--- config.mk ---
export PLATFORM = sky130hd
export DESIGN_NAME = regfile_scoreboard
export DESIGN_NICKNAME = d
export VERILOG_FILES = /design/src/rtl/regfile_scoreboard.sv
export SDC_FILE = /design/constraint.sdc
export NUM_CORES = 1
export LEC_CHECK = 0
export BUFFER_PORTS_ARGS = -buffer_cell sky130_fd_sc_hd__clkbuf_2
export CAP_MARGIN = 40
export CORE_MARGIN = 2
export CORE_UTILIZATION = 50
export CTS_BUF_LIST = sky130_fd_sc_hd__clkbuf_2 sky130_fd_sc_hd__clkbuf_4 sky130_fd_sc_hd__clkbuf_8
export CTS_CLUSTER_DIAMETER = 40
export CTS_CLUSTER_SIZE = 12
export DETAILED_ROUTE_END_ITERATION = 8
export PLACE_DENSITY = 0.74
export SLEW_MARGIN = 20
export SYNTH_ARGS = -nofsm -noshare
export SYNTH_HDL_FRONTEND = slang
export SYNTH_SLANG_ARGS = --single-unit
--- constraint.sdc ---
create_clock -name clk -period 2.2 [get_ports clk]
set_clock_uncertainty 0.15 [all_clocks]
set_input_delay 0.44 -clock clk [delete_from_list [all_inputs] [get_ports clk]]
set_output_delay 0.44 -clock clk [all_outputs]
set_load 0.02 [all_outputs]
--- src/rtl/regfile_scoreboard.sv ---
// Two-write-port register file with same-cycle bypass,
// optional hardwired R0 and a per-register load scoreboard.
module regfile_scoreboard #(
  parameter int DATA_W   = 4,
  parameter int NUM_REGS = 4,
  parameter bit BYPASS   = 1'b1,
  parameter bit ZERO_R0  = 1'b0,
  localparam int AW = $clog2(NUM_REGS)
) (
  input  logic              clk,
  input  logic              rst,
  input  logic [AW-1:0]     rd_a_addr,
  input  logic [AW-1:0]     rd_b_addr,
  output logic [DATA_W-1:0] rd_a_data,
  output logic [DATA_W-1:0] rd_b_data,
  output logic              rd_a_busy,
  output logic              rd_b_busy,
  input  logic              wr0_en,
  input  logic [AW-1:0]     wr0_addr,
  input  logic [DATA_W-1:0] wr0_data,
  input  logic              wr1_en,
  input  logic [AW-1:0]     wr1_addr,
  input  logic [DATA_W-1:0] wr1_data,
  input  logic              rsv_en,
  input  logic [AW-1:0]     rsv_addr,
  output logic [NUM_REGS-1:0] busy_vec,
  output logic              wr_conflict
);

  logic [DATA_W-1:0]   regs [NUM_REGS];
  logic [NUM_REGS-1:0] busy_q;
  logic [NUM_REGS-1:0] busy_nxt;
  logic                w0_ok;
  logic                w1_ok;
  logic                clash;

  function automatic logic [DATA_W-1:0] rd_mux(
    input logic [AW-1:0] a
  );
    logic [DATA_W-1:0] v;
    v = regs[a];
    if (BYPASS) begin
      priority case (1'b1)
        w1_ok && (wr1_addr == a): v = wr1_data;
        w0_ok && (wr0_addr == a): v = wr0_data;
        default: ;
      endcase
    end
    if (ZERO_R0 && (a == '0)) v = '0;
    return v;
  endfunction

  // Effective write strobes: R0 writes vanish when hardwired,
  // and nothing forwards while reset holds the file cleared.
  always_comb begin
    w0_ok = wr0_en && !rst;
    w1_ok = wr1_en && !rst;
    if (ZERO_R0 && (wr0_addr == '0)) w0_ok = 1'b0;
    if (ZERO_R0 && (wr1_addr == '0)) w1_ok = 1'b0;
    clash = w0_ok && w1_ok && (wr0_addr == wr1_addr);
  end

  // Data store; wr1 is applied last so it wins a collision.
  always_ff @(posedge clk or posedge rst) begin
    if (rst) begin
      for (int i = 0; i < NUM_REGS; i++) regs[i] <= '0;
    end else begin
      if (w0_ok) regs[wr0_addr] <= wr0_data;
      if (w1_ok) regs[wr1_addr] <= wr1_data;
    end
  end

  // Scoreboard next state: reserve beats a same-cycle clear.
  always_comb begin
    busy_nxt = busy_q;
    if (wr1_en) busy_nxt[wr1_addr] = 1'b0;
    if (rsv_en) busy_nxt[rsv_addr] = 1'b1;
    if (ZERO_R0) busy_nxt[0] = 1'b0;
  end

  // Scoreboard and collision flag registers.
  always_ff @(posedge clk or posedge rst) begin
    if (rst) begin
      busy_q      <= '0;
      wr_conflict <= 1'b0;
    end else begin
      busy_q      <= busy_nxt;
      wr_conflict <= clash;
    end
  end

  // Combinational read ports; busy is never bypassed.
  always_comb begin
    rd_a_data = rd_mux(rd_a_addr);
    rd_b_data = rd_mux(rd_b_addr);
    rd_a_busy = busy_q[rd_a_addr];
    rd_b_busy = busy_q[rd_b_addr];
    busy_vec  = busy_q;
  end

endmodule

==> impl_metrics.toml <==
[critical_path]
crit_fanout = 3
path_class = "register to primary output"
reg2reg_to = "regs[1]"
endpoint_kind = "primary output"
reg2reg_depth = 3
cp.arrival_ns = 1.64
r2r-start = "regs[1]"
worst-endpoint-required_ns = 1.61
rrSetupSlack_ns = 1.15
crit_end = "rd_b_data[3]"
startpoint = "regs[3]"
crit_path_start_kind = "register"

[yosys]
synth_area_um2 = 1750
synth_cell_type_count = 31
synthMuxAreaShare = 0.220
synth_xor_xnor_area_share = 0.0700
syn_inst = 172
synthSimpleGateAreaFrac = 0.211
synth_nets = 195
synth_ff_type = "dfrtp_1"
yosysSeqAreaShare = 0.300
synth_top_family_by_area = "multiplexers"
syn_area_per_cell_um2 = 10.2
ys_warn_count = 0
synth-edff-count = 0
synth_seq_cells = 21
synthAdderAreaFrac = 0
synth_compound_area_frac = 0.133
async_flop_share = 1.00

[global_routing]
grt_max_degree = 17
first_global_vias = 1566
overflow = 0
track_usage = 0.255
grt_pass1_wl_um = 7960
antenna_found_initial = 0

[flow_run]
cap_violations = 0

[power]
p_int_mw = 0.810
power_density_nw_per_um2 = 613
pwr-share-comb = 0.452
power_mw = 1.31
p_switching_mw = 0.504
power.share.sequential = 0.406
pwr-share-clk = 0.143
peakVddDrop_mv = 0.455
power.leakage_nw = 0.895
switching_share = 0.384

[die]
pin_count = 38
die_h_um = 63.2
die_w_um = 63.2
die_area_um2 = 4000
rows = 21
start_util = 0.521
fp.coreArea_um2 = 3360

[layout]
nFillCells = 298
finalNonFillerCells = 265
diodes = 0
fin_nets = 243
mostFrequentLayoutCells = "clkbuf_2, buf_4, dfrtp_1"
layout-drive-gt1-share = 0.397
seq_area_um2 = 526
layout_commonest_cell = "clkbuf_2"
multi_input_area_um2 = 1170
syn2layout_area_growth_pct = 22.4

[clocking]
cts-buffers-inserted = 3
worstSkewPairLatency_ns = 0.30
ctsHtreeMaxLevel = 1
cts-root-buf = "clkbuf_4"
cts_buffer_depth = 2
clock_sinks = 21
cts.clk_slew.worst_paths_ns = 0.13
cts_tree = "built"
ctsHoldBuffers = 0

[timing]
relSlewSlack = 0.687
worst_slew_pin_slew_ns = 0.468
final-setup-viol-count = 1
rsz0062_at_grt = "yes"
post-route-period-util = 1.01
report.final.hold_viol_count = 0
period_minus_slack_ns = 2.23
max_freq_mhz = 448
setup_slack_ns = -0.0308
slew_violations = 0

[detailed_routing]
routedWlPerCell_um = 18.3
drt-initial-drc-count = 61
wirelength_um = 4850
drcViolationCount = 0
ant_nets = 0
dr.pass1.iters = 4
vias = 1599
vias_per_cell = 6.03

[placed_design]
place_inst = 259
pre_cts_ws_ns = -0.00996
dpl.hpwl_um = 3870
io_buffers = 37
gp_congestion = 0.925

[run_status]
status = "finished with violations"
failed_checks = "setup timing"

[worst_hold_path]
hold_class = "input pin to asynchronous set/reset pin"
[worst min-delay path by stage]
| stage | start | to |
|---|---|---|
| floorplan | regs[12] | regs[12] |
| global placement | busy_vec[2] | busy_vec[2] |
| detailed placement | busy_vec[0] | busy_vec[0] |
| CTS | rst | busy_vec[0] |
| global route | rst | busy_vec[0] |
| finish | rst | busy_vec[0] |
[Yosys cell counts, types with 3 or more instances]
| library cell | number | area (um2) |
|---|---|---|
| xor2_1 | 9 | 78.8 |
| buf_2 | 3 | 15.0 |
| and3b_1 | 4 | 35.0 |
| nand2b_1 | 4 | 25.0 |
| o21ai_1 | 3 | 15.0 |
| nor2_1 | 4 | 15.0 |
| a31oi_1 | 8 | 50.1 |
| a21oi_1 | 4 | 20.0 |
| clkbuf_1 | 3 | 11.3 |
| nor4_1 | 8 | 50.1 |
| dfrtp_1 | 21 | 526 |
| buf_6 | 3 | 33.8 |
| mux4_2 | 10 | 225 |
| nand3_1 | 9 | 45.0 |
| buf_4 | 5 | 37.5 |
| and4bb_2 | 3 | 37.5 |
| o21ai_0 | 12 | 60.1 |
| nand2_1 | 14 | 52.6 |
| xnor2_1 | 5 | 43.8 |
| mux2i_1 | 16 | 160 |
| o31ai_1 | 8 | 60.1 |
[metal layers]
metal	share of wire	wire length, um	global-route usage	up-vias
met3	0.056	269	0.0161	12
met2	0.50	2430	0.435	53
met5	0	0	0	-
li1	-	-	-	751
met1	0.41	2010	0.348	783
met4	0.027	132	0.0815	0
[per-stage QoR]
step	instance area [um2]	setup TNS (ns)	hold WS [ns]	util
floorplan	1750	0	0.378	-
detailed placement	2040	-0.00996	0.407	0.606
global placement	2040	-0.00687	0.377	0.606
CTS	2080	-0.00593	0.0738	0.617
finish	2150	-0.0308	0.0691	0.638
global route	2150	-0.194	0.106	0.638
[cell families after synthesis]
group | count (synthesis)
AND/OR/NAND/NOR | 55
XOR/XNOR | 14
multiplexers | 26
AO/OA/AOI/OAI | 38
buffers and inverters | 18
flip-flops | 21
[registers in the layout (all words and copies together), names as in the netlist]
register     count
regs            16
busy_vec         4
wr_conflict      1
[worst max-delay path, cell delays in order, from the launching register on]
cell and delay, ns:
dfrtp_1 0.43, mux4_2 0.54, o31ai_4 0.08, a31oi_1 0.12
buf_4 0.17
[power groups by stage]
stage | clock (mW) | combinational, mW | sequential (mW)
5_1_grt | 0.199 | 0.641 | 0.541
3_5_place_dp | 0 | 0.551 | 0.539
6_report | 0.187 | 0.594 | 0.534
4_1_cts | 0.192 | 0.558 | 0.530
3_3_place_gp | 0 | 0.536 | 0.532
2_1_floorplan | 0 | 0.371 | 0.524
[area by class of cell]
class / count / share of cell area
Clock buffer: 3 / 0.0105
Multi-Input combinational cell: 133 / 0.545
Timing Repair Buffer: 59 / 0.167
Sequential cell: 21 / 0.245
Tap cell: 46 / 0.0268
Clock inverter: 1 / 0.00233
Inverter: 2 / 0.00350
[repair_timing]
action / in CTS / in global routing
setup buffers: 0 / 2
hold endpoints to repair: 0 / 0
endpoints found under the setup margin: 3 / 8
pin swaps: 1 / 3
gates resized for setup: 3 / 16
Note: power is estimated with default switching activity, not from simulation.
